[src/rtl/game_pkg.sv]
// Shared game definitions: button-panel defaults and the one-hot helper
// functions used by both the button front end and the game-check logic.
package game_pkg;

    localparam int unsigned NUM_BTN_DEF         = 8;
    localparam int unsigned DEBOUNCE_CYCLES_DEF = 500000;
    localparam int unsigned CNT_W_DEF           = 20;

    // Widest one-hot vector the helper functions accept.
    localparam int unsigned MAX_BTN = 32;
    localparam int unsigned MAX_IDX_W = $clog2(MAX_BTN);
    localparam int unsigned MAX_CNT_W = $clog2(MAX_BTN + 1);

    // Index of the lowest set bit; 0 when the vector is empty.
    function automatic logic [MAX_IDX_W-1:0] lowest_set(input logic [MAX_BTN-1:0] v);
        lowest_set = '0;
        for (int i = MAX_BTN - 1; i >= 0; i--) begin
            if (v[i]) begin
                lowest_set = MAX_IDX_W'(i);
            end
        end
    endfunction

    // Number of set bits.
    function automatic logic [MAX_CNT_W-1:0] popcount(input logic [MAX_BTN-1:0] v);
        popcount = '0;
        for (int i = 0; i < MAX_BTN; i++) begin
            popcount = popcount + MAX_CNT_W'(v[i]);
        end
    endfunction

endpackage

[src/rtl/btn_debounce.sv]
// One button line: 2-flop synchronizer, stability counter and debounced level.
// rise pulses for one cycle right after the debounced level goes 0 -> 1.
// Optional BUTTON_CAPTURE_ACTIVE_LOW_EN: raw level is inverted before sync.
module btn_debounce
    import game_pkg::*;
#(
    parameter int unsigned DEBOUNCE_CYCLES = DEBOUNCE_CYCLES_DEF,
    parameter int unsigned CNT_W           = CNT_W_DEF
) (
    input  logic clk,
    input  logic reset,
    input  logic raw,
    output logic stable,
    output logic rise
);

    logic             raw_pressed;
    logic             sync_1;
    logic             sync_2;
    logic [CNT_W-1:0] cnt;

`ifdef BUTTON_CAPTURE_ACTIVE_LOW_EN
    assign raw_pressed = ~raw;
`else
    assign raw_pressed = raw;
`endif

    // Bring the asynchronous level into the clock domain.
    always_ff @(posedge clk or posedge reset) begin
        if (reset) begin
            sync_1 <= 1'b0;
            sync_2 <= 1'b0;
        end else begin
            sync_1 <= raw_pressed;
            sync_2 <= sync_1;
        end
    end

    // Accept a new level only after it has differed for DEBOUNCE_CYCLES cycles in a row.
    always_ff @(posedge clk or posedge reset) begin
        if (reset) begin
            cnt    <= '0;
            stable <= 1'b0;
            rise   <= 1'b0;
        end else begin
            rise <= 1'b0;
            if (sync_2 == stable) begin
                cnt <= '0;
            end else if (cnt == CNT_W'(DEBOUNCE_CYCLES - 1)) begin
                cnt    <= '0;
                stable <= sync_2;
                rise   <= sync_2;
            end else begin
                cnt <= cnt + CNT_W'(1);
            end
        end
    end

endmodule

[src/rtl/button_capture.sv]
// Player button panel front end: debounces every line and presents each clean
// press as a one-hot event over a valid/ready handshake with a one-entry buffer.
// Optional BUTTON_CAPTURE_ACTIVE_LOW_EN: buttons pull the raw line to ground.
module button_capture
    import game_pkg::*;
#(
    parameter int unsigned NUM_BTN         = NUM_BTN_DEF,
    parameter int unsigned DEBOUNCE_CYCLES = DEBOUNCE_CYCLES_DEF,
    parameter int unsigned CNT_W           = CNT_W_DEF
) (
    input  logic                       clk,
    input  logic                       reset,
    input  logic [NUM_BTN-1:0]         btn_raw,
    input  logic                       press_ready,
    output logic                       press_valid,
    output logic [NUM_BTN-1:0]         press_onehot,
    output logic [$clog2(NUM_BTN)-1:0] press_index,
    output logic                       press_multi,
    output logic [NUM_BTN-1:0]         held,
    output logic                       overflow
);

    localparam int unsigned IDX_W = $clog2(NUM_BTN);

    logic [NUM_BTN-1:0] rise;
    logic [MAX_BTN-1:0] rise_wide;
    logic               any_rise;
    logic               drain;

    // One debouncer per button line.
    for (genvar i = 0; i < NUM_BTN; i++) begin : g_btn
        btn_debounce #(
            .DEBOUNCE_CYCLES(DEBOUNCE_CYCLES),
            .CNT_W          (CNT_W)
        ) u_deb (
            .clk   (clk),
            .reset (reset),
            .raw   (btn_raw[i]),
            .stable(held[i]),
            .rise  (rise[i])
        );
    end

    assign rise_wide = MAX_BTN'(rise);
    assign any_rise  = |rise;
    assign drain     = press_valid && press_ready;

    // Event buffer: load on a free or draining slot, otherwise drop and flag overflow.
    always_ff @(posedge clk or posedge reset) begin
        if (reset) begin
            press_valid  <= 1'b0;
            press_onehot <= '0;
            press_index  <= '0;
            press_multi  <= 1'b0;
            overflow     <= 1'b0;
        end else begin
            if (any_rise && (!press_valid || press_ready)) begin
                press_valid  <= 1'b1;
                press_onehot <= rise;
                press_index  <= IDX_W'(lowest_set(rise_wide));
                press_multi  <= (popcount(rise_wide) > MAX_CNT_W'(1));
            end else if (drain) begin
                press_valid <= 1'b0;
            end
            if (any_rise && press_valid && !press_ready) begin
                overflow <= 1'b1;
            end
        end
    end

endmodule

[config.mk]
export PLATFORM = sky130hd
export DESIGN_NAME = button_capture
export DESIGN_NICKNAME = d
export VERILOG_FILES = /design/src/rtl/game_pkg.sv /design/src/rtl/btn_debounce.sv /design/src/rtl/button_capture.sv
export SDC_FILE = /design/constraint.sdc
export NUM_CORES = 1
export LEC_CHECK = 0
export ABC_AREA = 0
export CORE_ASPECT_RATIO = 0.6
export CORE_UTILIZATION = 62
export CTS_CLUSTER_DIAMETER = 200
export CTS_CLUSTER_SIZE = 20
export DETAILED_ROUTE_END_ITERATION = 12
export PLACE_DENSITY = 0.8
export SLEW_MARGIN = 20
export SYNTH_ARGS = -nofsm -noshare
export SYNTH_HDL_FRONTEND = slang
export SYNTH_SLANG_ARGS = --single-unit
[constraint.sdc]
create_clock -name clk -period 8.7 [get_ports clk]
set_input_delay 1.74 -clock clk [delete_from_list [all_inputs] [get_ports clk]]
set_output_delay 1.74 -clock clk [all_outputs]
set_load 0.03 [all_outputs]
# After elaboration in Yosys (flattened, before gate mapping)
# Index checks and enable logic that the tools add are counted.
# W data, S select, Z words.
[word_totals]
output_inout_bits = 22
word_cells = 144
register_bits = 206
in_bits = 11
[classes]
reduce_logical = 17
magnitude_cmp = 1
n_eq_ne = 16
muxes = 42
n_bitwise = 8
add_sub_neg = 15
[op_table]
columns = ["op", "n"]
rows = [
  ["$mux W20", 16],
  ["$add A20 B1 Y20 const B", 8],
  ["$eq A20 B19 Y1 const B", 8],
  ["$mux W3", 8],
  ["$mux W1", 18],
  ["$reduce_and A2 Y1", 8],
  ["$add A6 B1 Y6", 2],
  ["$eq A1 B1 Y1", 8],
  ["$not A1 Y1", 8],
  ["$reduce_or A8 Y1", 1],
  ["$add A5 B1 Y6", 1],
  ["$gt A6 B1 Y1 const B", 1],
  ["$add A4 B1 Y5", 1],
  ["$add A3 B1 Y4", 1],
  ["$logic_and A1 B1 Y1", 4],
  ["$add A2 B1 Y3", 1],
  ["$add A1 B1 Y2", 1],
  ["$logic_not A1 Y1", 2],
  ["$reduce_bool A2 Y1", 1],
  ["$logic_or A1 B1 Y1", 1],
]

# Logic depth before layout (Yosys ltp)
# Gate-level depths: netlist of run 1.
[depth]
ltp_word = 8
mapped_depth = 11
ltp_nobuf = 11

# Hierarchy
# From an unflattened synthesis of run 1, not the netlist that was laid out.
[hier_totals]
cells_unflattened = 983
hier_area_um2 = 10707.8
[by_module_without_submodules]
columns = ["mod", "area_per_inst_um2", "n_inst", "cells_each", "seq_area_each_um2"]
rows = [
  ["btn_debounce", 1234.9, 8, 114, 600.6],
  ["button_capture", 828.3, 1, 71, 350.3],
]

# Least setup slack after synthesis of run 1
# OpenSTA, ideal clock, no wires.
[synth_path]
path_kind = "flip-flop to flip-flop"
from = "reg g_btn[0].u_deb.rise"
to = "reg press_multi"
arrival_time_ns = 3.026
path_buffers = 0
path_slack_ns = 5.532
path_stages_with_launch = 12
path_cell_list = "dfrtp_1 -> fa_1 -> inv_1 -> fa_1 -> fa_1 -> inv_1 -> ha_1 -> inv_1 -> fa_1 -> a2111oi_0 -> a21o_1 -> a31oi_1"
[synth_between]
elab_chain_cells = 8
word_cells_on_any_way = 10
[synth_rtl]
columns = ["item", "line", "text"]
rows = [
  ["start, declared", "btn_debounce.sv:14", "output logic rise"],
  ["start signal, assigned", "btn_debounce.sv:52", "rise <= sync_2;"],
  ["$add A1 B1 Y2", "game_pkg.sv:28", "popcount = popcount + MAX_CNT_W'(v[i]);"],
  ["$add A2 B1 Y3", "game_pkg.sv:28", ""],
  ["$add A3 B1 Y4", "game_pkg.sv:28", ""],
  ["$add A4 B1 Y5", "game_pkg.sv:28", ""],
  ["$add A5 B1 Y6", "game_pkg.sv:28", ""],
  ["$add A6 B1 Y6 (2 in series)", "game_pkg.sv:28", ""],
  ["$gt A6 B1 Y1", "button_capture.sv:61", "press_multi <= (popcount(rise_wide) > MAX_CNT_W'(1));"],
  ["end signal, assigned", "button_capture.sv:61", ""],
  ["end, declared", "button_capture.sv:18", "output logic press_multi,"],
]
# Parallel ways exist; a longest one is shown, timed or not.
# A chain may end at the register's enable or synchronous reset.

# Worst setup path in the final report of run 1
[layout_path]
from = "reg g_btn[6].u_deb.stable"
to = "out held[6]"
[layout_lines]
columns = ["item", "line", "text"]
rows = [
  ["start, declared", "btn_debounce.sv:13", "output logic stable,"],
  ["start signal, assigned", "btn_debounce.sv:51", "stable <= sync_2;"],
  ["end, declared", "button_capture.sv:19", "output logic [NUM_BTN-1:0] held,"],
]
# No word-level cell between the ends.

==> metrics.md, run 1 <==
| Metric | Value |
|---|---|
| Outcome | complete, but fails checks |
| Failing checks | DRC |
| Startpoint types | flop |
| Gr ovfl total | 0 |
| Die W | 166.2 microns |
| Residual DRC | 1 |
| Die H | 100.5 microns |
| Utilization after layout | 69.81% |
| Crit path required time | 6.96 ns |
| Internal | 1.283 mW |
| Most frequent cells in the layout | dfrtp_1, nor2_1, xnor2_1, nand4_1, inv_1 |
| Via count | 7,277 |
| Row Count | 35 |
| Hold_buf cts | 0 |
| Sequential power share | 59.3% |
| Pwr dens | 152.4 mW/mm^2 |
| Area of the mapped netlist | ~0.01 sq mm |
| Crit-path max cell delay | ~0.73 ns |
| Iteration-0 DRC Markers | 588 |
| Combinational share of power | 3.4% |
| Gr usage total | 25.35% |
| Min Tclk post-route | 3.404 ns |
| Setup tns final | 0 ns |
| Post-DRT Antenna Nets | 0 |
| Crit path DAT | 1.66 ns |
| Final setup viols | 0 |
| Antenna diodes | 0 |
| YS warnings | 0 |
| Slew @ Worst Pin | 0.9712 ns |
| Clock Skew | 0.01521 ns |
| Relative slew slack | 35.03% |
| Die area | 0.01670 sq mm |
| GPL Wtd Cong | between 0.8 and 0.9 |
| Synth cell types | 60 |
| Syn nets | 1,007 |
| Critical-path cell list | clkdlybuf4s50_1 |
| Starting Density | 64.33% |
| Number of global-route vias before repair | 6,775 |
| Worst min-delay path class | flop to flop |
| Final Max Slew Viols | 0 |
| Flop2flop setup slack | ~5.3 ns |
| Largest net degree at the start of global routing | 122 |
| CTS tree | yes |
| CP Buf/Inv Count | 1 |
| #FFs+latches synth | 206 |
| Most used flip-flop cell after synthesis | dfrtp_1 |
| Peak Freq | 0.2938 GHz |
| Longest Clk Path Bufs | 3 |
| Initial antenna violation count | 0 |
| P&R area growth vs syn | 8.521% |
| Setup bufs post-CTS | 0 |
| VDD IR max | 100.7 uV |
| Switching pwr | 375.8 uW |
| Routed len/inst | 16.55 microns |
| Clock Sinks | 206 |
| Pre-antenna DRT Iters | 9 |
| Post-DP HPWL | 13.54 mm |
| Final wirelength | approximately 20 mm |
| RSZ-0062 raised after global routing | no |
| Commonest non-fill, non-tap cell in the layout | dfrtp_1 |
| Core Area | 0.01559 sq mm |
| Clk_lat worst skew | 0.48 ns |
| Drt via density | 6.019 |
| CTS root buffer | clkbuf_16 |
| First-pass GRT wire length | 34.44 mm |
| Sequential element share of the synthesized area | between 50% and 60% |
| CP Capture Type | primary output |
| Layout cell share with drive strength beyond 1 | 5.070% |
| Crit Path Max Fanout | 5 |
| Net Sw Frac | between 20 and 25% |
| Resized Gates After CTS | 0 |
| Clock-pin slew on the worst setup and hold paths | 0.08 ns |
| Layout Nets | 1,033 |
| P_leak | roughly 4.4 nW |
| Async SR Flop Fraction | 100.0% |
| Critical path's slowest cell | clkdlybuf4s50_1 |
| Max-cap violations | 0 |
| Clock share of power | 37.3% |
| Mapped Cells | a little under 1,000 |
| I/O pin count | 33 |
| TritonCTS buffer count | 14 |
| Final hold violation count | 0 |
| Crit-path leading delay family | buffers and inverters |
| Avg Synthesized Cell Area | between 10 and 15 sq um |
| Post-synth EDFFs | 0 |
| Port buffer count | 32 |
| H-tree depth | 1 |
| Kind of critical path | flop to primary output |
| Period utilization | 39.13% |
cell usage after synthesis (3+ instances only):
master	count	share of area (%)
mux2_2	4	0.45
nor3_1	37	1.8
o31ai_1	3	0.22
buf_4	8	0.60
dfrtp_1	206	51
nor4_1	30	1.9
nor2_1	155	5.8
a21oi_1	28	1.4
xor2_1	32	2.8
xnor2_1	92	8.0
buf_2	10	0.50
mux2_1	12	1.3
o221ai_1	3	0.26
and3_1	11	0.69
clkbuf_1	7	0.26
nand4_4	3	0.64
o21ai_1	3	0.15
fa_1	4	0.80
nand4_2	3	0.37
inv_1	50	1.9
and2_1	3	0.19
or4_1	18	1.3
nand4_1	52	3.2
or3_1	20	1.2
nor3b_1	8	0.60
or4b_1	4	0.40
nor4b_1	6	0.52
nand2_1	45	1.7
o21ai_0	18	0.90
a31o_2	5	0.44
ha_1	12	1.5
and4_1	7	0.61
nor4b_2	3	0.45
nand3_1	47	2.3
sequential cells by signal (all words and copies together) (netlist names):
signal              count
g_btn.u_deb.rise        8
press_onehot            8
overflow                1
press_index             3
press_valid             1
g_btn.u_deb.sync_2      8
g_btn.u_deb.stable      8
press_multi             1
g_btn.u_deb.cnt       160
g_btn.u_deb.sync_1      8
worst paths after layout:
path / endpoint / cells past startpoint / startpoint
setup / recovery: held[6] / 1 / g_btn[6].u_deb.stable$_DFFE_PP0P_
hold / removal: g_btn[2].u_deb.sync_2$_DFF_PP0_ / 0 / g_btn[2].u_deb.sync_1$_DFF_PP0_
setup reg to reg: press_multi$_DFFE_PP0P_ / 11 / g_btn[0].u_deb.rise$_DFF_PP0_
hold reg to reg: g_btn[2].u_deb.sync_2$_DFF_PP0_ / 0 / g_btn[2].u_deb.sync_1$_DFF_PP0_
max in group asynchronous: g_btn[1].u_deb.cnt[16]$_DFF_PP0_ / 3 / reset
min in group asynchronous: g_btn[3].u_deb.cnt[15]$_DFF_PP0_ / 2 / reset
cells by family (layout without fill, tap and decap cells):
group | Yosys count | count (layout) | share of synthesized area (%)
AOI/OAI and AO/OA | 76 | 76 | 5.240
xor gates and xnor gates | 124 | 124 | 10.83
adders and majority gates | 16 | 16 | 2.296
buffers and inverters | 78 | 104 | 3.431
DFF | 206 | 206 | 51.40
muxes | 18 | 18 | 1.996
and+or+nand+nor | 462 | 462 | 24.80
cell type report:
type                            count  area (sq um)
Inverter                           52         203.9
Timing Repair Buffer               36         354.1
Fill cell                        1108          4707
Multi-Input combinational cell    696          4533
Tap cell                          203         254.0
Sequential cell                   206          5155
Clock inverter                      2         32.53
Clock buffer                       14         350.3
power groups by stage:
stage	combinational (mW)	sequential [mW]	clock, mW
floorplan	0.0425	0.998	0
global placement	0.0565	1.00	0
detailed placement	0.0573	1.00	0
CTS	0.0580	0.983	0.633
global route	0.0660	0.986	0.666
finish	0.0567	0.984	0.618
through the flow:
| stage | power (mW) | cells | hold slack (ns) | setup slack (ns) | area (sq um) |
|---|---|---|---|---|---|
| 6_report | 1.659 | 1209 | 0.3520 | 5.296 | 10880 |
| 5_1_grt | 1.718 | 1209 | 0.3648 | 5.141 | 10880 |
| 4_1_cts | 1.675 | 1209 | 0.3531 | 5.209 | 10880 |
| 2_1_floorplan | 1.040 | 980 | 0.3312 | 1.336 | 10030 |
| 3_5_place_dp | 1.059 | 1193 | 0.3347 | 4.710 | 10500 |
| 3_3_place_gp | 1.058 | 1193 | 0.3328 | 4.712 | 10490 |
routing by layer:
metal | part of all wire, % | routed length [microns] | global-route usage (%)
met3 | 4.4 | 878 | 3.180
met1 | 51 | 10270 | 40.44
met2 | 43 | 8648 | 37.72
met5 | 0 | 0 | 0
met4 | 1.1 | 212 | 4.026
(Power assumes the default switching activity.)
==> run 2: changes to the inputs <==
clock period = 3.5 ns   (was 8.7 ns; I/O delays follow)
==> metrics.md, run 2 (same netlist as run 1, synthesis figures left out) <==
| Metric | Value |
|---|---|
| Outcome | complete, but fails checks |
| Failing checks | DRC |
| Clock Skew | roughly 0.015 ns |
| Gr usage total | 24.04% |
| Final hold violation count | 0 |
| Worst min-delay path class | flop to flop |
| Crit Path Max Fanout | 2 |
| Critical-path cell list | fa_1, inv_1, fa_1, fa_1, inv_1, ha_1, inv_1, fa_1, a2111oi_1, a21o_1, a31oi_1 |
| Worst hold path endpoint | g_btn[0].u_deb.sync_2$_DFF_PP0_ |
| RSZ-0062 raised after global routing | no |
| Resized Gates After CTS | 0 |
| Met1 usage | 38.59% |
| Post-DP HPWL | between 10 and 15 mm |
| Die area | 0.01670 sq mm |
| Antenna diodes | 0 |
| Final setup viols | 0 |
| Residual DRC | 1 |
| Setup tns final | 0 ns |
| Clock-pin slew on the worst setup and hold paths | 0.08 ns |
| Clock Sinks | 206 |
| Peak Freq | 0.3057 GHz |
| GPL Wtd Cong | approximately 0.85 |
| Crit-path max cell delay | around 0.54 ns |
| Routed len/inst | ~16 microns |
| Row Count | 35 |
| CTS root buffer | clkbuf_16 |
| Number of global-route vias before repair | ~6,600 |
| Startpoint types | flop |
| Layout Nets | 1,039 |
| Port buffer count | 32 |
| Layout cell share with drive strength beyond 1 | 5.534% |
| Iteration-0 DRC Markers | between 600 and 700 |
| Kind of critical path | flop to flop |
| Flop2flop setup slack | 0.23 ns |
| P&R area growth vs syn | 9.333% |
| TritonCTS buffer count | 14 |
| Period utilization | 93.46% |
| First-pass GRT wire length | ~33 mm |
| Largest net degree at the start of global routing | 71 |
| Crit Reg-Reg Endpoint | press_multi$_DFFE_PP0P_ |
| H-tree depth | 1 |
| Crit path DAT | 3.62 ns |
| Critical path's slowest cell | fa_1 |
| Die W | 166.2 microns |
| Final wirelength | between 15 and 20 mm |
| Final Max Slew Viols | 0 |
| Worst Hold Depth | 0 |
| Min Tclk post-route | 3.271 ns |
| CP dominant cell by count | fa_1 |
| Utilization after layout | 70.33% |
| Max-cap violations | 0 |
| FF-to-FF path depth | 11 |
| Met3 usage | under 10% |
| Most frequent cells in the layout | dfrtp_1, nor2_1, xnor2_1, nand4_1, inv_1 |
| Pre-antenna DRT Iters | 9 |
| Initial antenna violation count | 0 |
| Grt peak-use layer | met1 |
| Commonest non-fill, non-tap cell in the layout | dfrtp_1 |
| Gr ovfl total | 0 |
| CP Capture Type | flop |
| CTS tree | yes |
| Pwr dens | 378.5 mW/mm^2 |
| Slew @ Worst Pin | 1.000 ns |
| VDD IR max | 360.7 uV |
| Largest Register | g_btn.u_deb.cnt |
| Setup bufs post-CTS | 0 |
| GR Layer Usage met2 | between 30% and 40% |
| Placed cell area | 0.01057 sq mm |
| Die H | 100.5 microns |
| Relative slew slack | 33.11% |
| Longest Clk Path Bufs | 3 |
| Final Cell Area | 0.01096 sq mm |
| Post-DRT Antenna Nets | 0 |
| I/O pin count | 33 |
| Hold_buf cts | 0 |
| R2R Path Start | g_btn[0].u_deb.rise$_DFF_PP0_ |
| Drt via density | between 5 and 6 |
| Core Area | 0.01559 sq mm |
| P_leak | ~4.4 nW |
| Starting Density | 64.33% |
| Crit path required time | 3.85 ns |
| Clk_lat worst skew | around 0.47 ns |
| Max reg flops | 160 |
| Via count | 7,159 |
| HP Start | g_btn[0].u_deb.sync_1$_DFF_PP0_ |
[run 2: changes by cell type in the layout (fill, tap and decap cells not counted), sizes merged]
cell,change
clkinvlp,+1
inv,-1
clkbuf,+1
buf,+6
clkinv,-1
[run 2: worst max path at each step]
stage / start / to / slack [ns] / cells past startpoint
2_1_floorplan: reset / g_btn[0].u_deb.cnt[0]$_DFF_PP0_ / 0.13 / 1
3_5_place_dp: g_btn[0].u_deb.rise$_DFF_PP0_ / press_multi$_DFFE_PP0P_ / 0.22 / 11
3_3_place_gp: g_btn[0].u_deb.rise$_DFF_PP0_ / press_multi$_DFFE_PP0P_ / 0.34 / 11
5_1_grt: g_btn[0].u_deb.rise$_DFF_PP0_ / press_multi$_DFFE_PP0P_ / 0.04 / 11
6_report: g_btn[0].u_deb.rise$_DFF_PP0_ / press_multi$_DFFE_PP0P_ / 0.23 / 11
4_1_cts: g_btn[0].u_deb.rise$_DFF_PP0_ / press_multi$_DFFE_PP0P_ / 0.20 / 11
[run 2: layout make-up]
cell class              instances  area, sq um
multi-input cells             696         4531
clock inverters                 1        16.27
flip-flops and latches        206         5155
inverters                      52        200.2
fillers                      1164         4626
repair buffers                 42        432.9
clock buffers                  15        375.4
well taps                     203        254.0
[run 2: where the power goes]
part | leakage [nW] | internal [mW] | switching (mW)
combinational | 1.41 | 0.0499 | 0.0985
clock | 0.192 | 0.775 | 0.783
sequential | 2.82 | 2.41 | 0.0343
total | 4.41 | 3.23 | 0.916
[run 2: worst max-delay path, delay by kind of cell, from the launching register on]
| kind | cells | cell delay, ns |
|---|---|---|
| compound gates | 3 | 0.60 |
| flops | 1 | 0.40 |
| fa+ha+maj | 5 | 1.99 |
| buf+inv | 3 | 0.17 |
[run 2: metal layers]
layer,share of wire (%),up-vias
met4,1.4,0
met1,52,3495
met2,42,148
met3,4.2,22
li1,-,3494
met5,0,-
[run 2: metrics by stage]
| step | setup WS, ns | cells | power [mW] | hold slack, ns |
|---|---|---|---|---|
| 3_3_place_gp | 0.3371 | 1199 | 2.639 | 0.3325 |
| 4_1_cts | 0.1965 | 1215 | 4.196 | 0.3535 |
| 2_1_floorplan | 0.1277 | 980 | 2.587 | 0.3312 |
| 3_5_place_dp | 0.2245 | 1199 | 2.643 | 0.3347 |
| 6_report | 0.2290 | 1215 | 4.150 | 0.3516 |
| 5_1_grt | 0.03695 | 1215 | 4.310 | 0.3640 |
==> run 3: changes to the inputs <==
SYNTH_HIERARCHICAL = 1   (was unset)
==> metrics.md, run 3 <==
| Metric | Value |
|---|---|
| Outcome | finished, final reports clean |
| Finished Layout Cells | ~1,200 |
| Async SR Flop Fraction | 100.0% |
| P_leak | 5.073 nW |
| Crit Path Max Fanout | 6 |
| Die H | a little over 100 microns |
| Relative slew slack | 38.00% |
| Via count | between 7,000 and 8,000 |
| Setup tns final | 0 ns |
| Crit path required time | between 3 and 4 ns |
| Slew @ Worst Pin | 0.9290 ns |
| Sequential element share of the synthesized area | 48.14% |
| Core Area | 0.01658 sq mm |
| First-pass GRT wire length | 35.48 mm |
| Post-synth top cells | dfrtp_1, nor2_1, xnor2_1 |
| I/O pin count | 33 |
| Initial antenna violation count | 0 |
| Avg Synthesized Cell Area | 10.89 sq um |
| Final setup viols | 0 |
| Routed len/inst | 16.72 microns |
| P&R area growth vs syn | 8.226% |
| Peak Freq | ~0.32 GHz |
| Starting Density | 64.60% |
| Final hold violation count | 0 |
| RSZ-0062 raised after global routing | no |
| Antenna diodes | 0 |
| GPL Wtd Cong | roughly 0.86 |
| VDD IR max | 332.9 uV |
| Largest family of logic cells by synthesized area | simple AND/OR/NAND/NOR gates |
| CTS tree | yes |
| HP Start | g_btn[0].u_deb/sync_1$_DFF_PP0_ |
| Kind of critical path | flop to flop |
| Post-Synth XOR/XNOR Area | between 10% and 20% |
| Residual DRC | 0 |
| Min Tclk post-route | about 3.1 ns |
| Area leader, netlist | dfrtp_1 |
| Commonest non-fill, non-tap cell in the layout | dfrtp_1 |
| Largest Register | g_btn.u_deb/cnt |
| Setup bufs post-CTS | 0 |
| Gr ovfl total | 0 |
| H-tree depth | 1 |
| Crit path DAT | 3.48 ns |
| DP Cell Count | 1,232 |
| Period utilization | 89.68% |
| YS warnings | 6 |
| #FFs+latches synth | 206 |
| Top cells by area, synth | dfrtp_1, xnor2_1, nor2_1, nor4_4, nand4_4 |
| CP Capture Type | flop |
| TritonCTS buffer count | 14 |
| Post-DP HPWL | 14.98 mm |
| Final wirelength | 20.87 mm |
| Resized Gates After CTS | 0 |
| Layout cell share with drive strength beyond 1 | 11.86% |
| Post-synth EDFFs | 0 |
| Worst min-delay path class | flop to flop |
| Final Cell Area | ~0.012 sq mm |
| Count leader, synth | dfrtp_1 |
| Iteration-0 DRC Markers | slightly above 600 |
| Placed cell area | 0.01120 sq mm |
| Max reg flops | 160 |
| Die area | 0.01782 sq mm |
| Simple-gate area share of the yosys netlist | 29.14% |
| Port buffer count | 32 |
| Pre-antenna DRT Iters | 5 |
| R2R Path Start | g_btn[0].u_deb/rise$_DFF_PP0_ |
| Clk_lat worst skew | 0.47 ns |
| Syn nets | 1,010 |
| Gr usage total | approximately 25% |
| Largest net degree at the start of global routing | 25 |
| Post-synthesis mux area share | 1.823% |
| Max-cap violations | 0 |
| Most frequent cells in the layout | dfrtp_1, nor2_1, xnor2_1, nand3_1, nor3_1 |
| Number of global-route vias before repair | 7,000 |
| Synth cell types | 41 |
| Post-DRT Antenna Nets | 0 |
| Synth Area in Compound Gates | 5.048% |
| Adder-Cell Fraction of Synth Area | 2.150% |
| Hold_buf cts | 0 |
| Final worst-path setup slack | between 0.3 and 0.4 ns |
| Area of the mapped netlist | 0.01071 sq mm |
| Final Max Slew Viols | 0 |
| Synth top area share | 48.14% |
| Most used flip-flop cell after synthesis | dfrtp_1 |
| Critical Path Start | g_btn[0].u_deb/rise$_DFF_PP0_ |
| Pwr dens | 359.4 mW/mm^2 |
| Layout Nets | 1,047 |
| Final hold slack | 0.3445 ns |
| Clock-pin slew on the worst setup and hold paths | approximately 0.08 ns |
| Pre-CTS setup slack | 0.4127 ns |
| Longest Clk Path Bufs | 3 |
| Die W | 171.7 microns |
| CTS root buffer | clkbuf_16 |
| Startpoint types | flop |
| Clock Sinks | 206 |
| Drt via density | 5.875 |
| Mapped Cells | between 900 and 1,000 |
| Row Count | 36 |
| Clock Skew | 0.01375 ns |
## run 3: power by group
part | switching (mW) | internal, mW
logic | 0.102 | 0.0451
registers | 0.0432 | 2.41
clock network | 0.791 | 0.775
total | 0.936 | 3.23
## run 3: layer usage
| metal | vias up | track usage, % | part of all wire (%) |
|---|---|---|---|
| met4 | 0 | 4.911 | 1.6 |
| li1 | 3535 | - | - |
| met3 | 24 | 3.592 | 3.3 |
| met2 | 131 | 34.41 | 42 |
| met1 | 3642 | 40.04 | 53 |
| met5 | - | 0 | 0 |
## run 3: cell families (layout without fill, tap and decap cells)
| family | Yosys count | in the layout |
|---|---|---|
| and+or+nand+nor | 490 | 490 |
| xor gates and xnor gates | 128 | 128 |
| adders and majority gates | 16 | 16 |
| DFF | 206 | 206 |
| buffers and inverters | 66 | 103 |
| muxes | 16 | 16 |
| AOI/OAI and AO/OA | 61 | 61 |
## run 3: through the flow
step                utilization, %  power [mW]
global route                 69.91       4.324
floorplan                        -       2.598
detailed placement           67.55       2.648
CTS                          69.91       4.230
global placement             67.55       2.644
finish                       69.91       4.165
## run 3: cell type report
type | instances | area, sq um
clock buffers | 15 | 375.4
clock inverters | 1 | 16.27
fillers | 1255 | 4987
inverters | 49 | 183.9
multi-input cells | 711 | 5207
flip-flops and latches | 206 | 5155
well taps | 228 | 285.3
repair buffers | 38 | 365.4
## run 3: worst max-delay path, stage by stage, from the launching register on
cell	delay [ns]
dfrtp_1	0.46
fa_1	0.55
inv_1	0.05
fa_1	0.50
fa_1	0.41
inv_1	0.08
ha_1	0.18
inv_1	0.06
fa_1	0.36
inv_1	0.09
nand3_1	0.09
o21ai_0	0.09
a31oi_1	0.10
## run 3: path summary, 6_finish.rpt
| check | to | slack, ns | cells after the start |
|---|---|---|---|
| max | press_multi$_DFFE_PP0P_ | 0.36 | 12 |
| min | g_btn[0].u_deb/sync_2$_DFF_PP0_ | 0.34 | 0 |
| max reg2reg | press_multi$_DFFE_PP0P_ | 0.36 | 12 |
| min reg2reg | g_btn[0].u_deb/sync_2$_DFF_PP0_ | 0.34 | 0 |
| max in group asynchronous | g_btn[4].u_deb/cnt[4]$_DFF_PP0_ | 1.80 | 2 |
| min in group asynchronous | g_btn[3].u_deb/rise$_DFF_PP0_ | 0.93 | 3 |
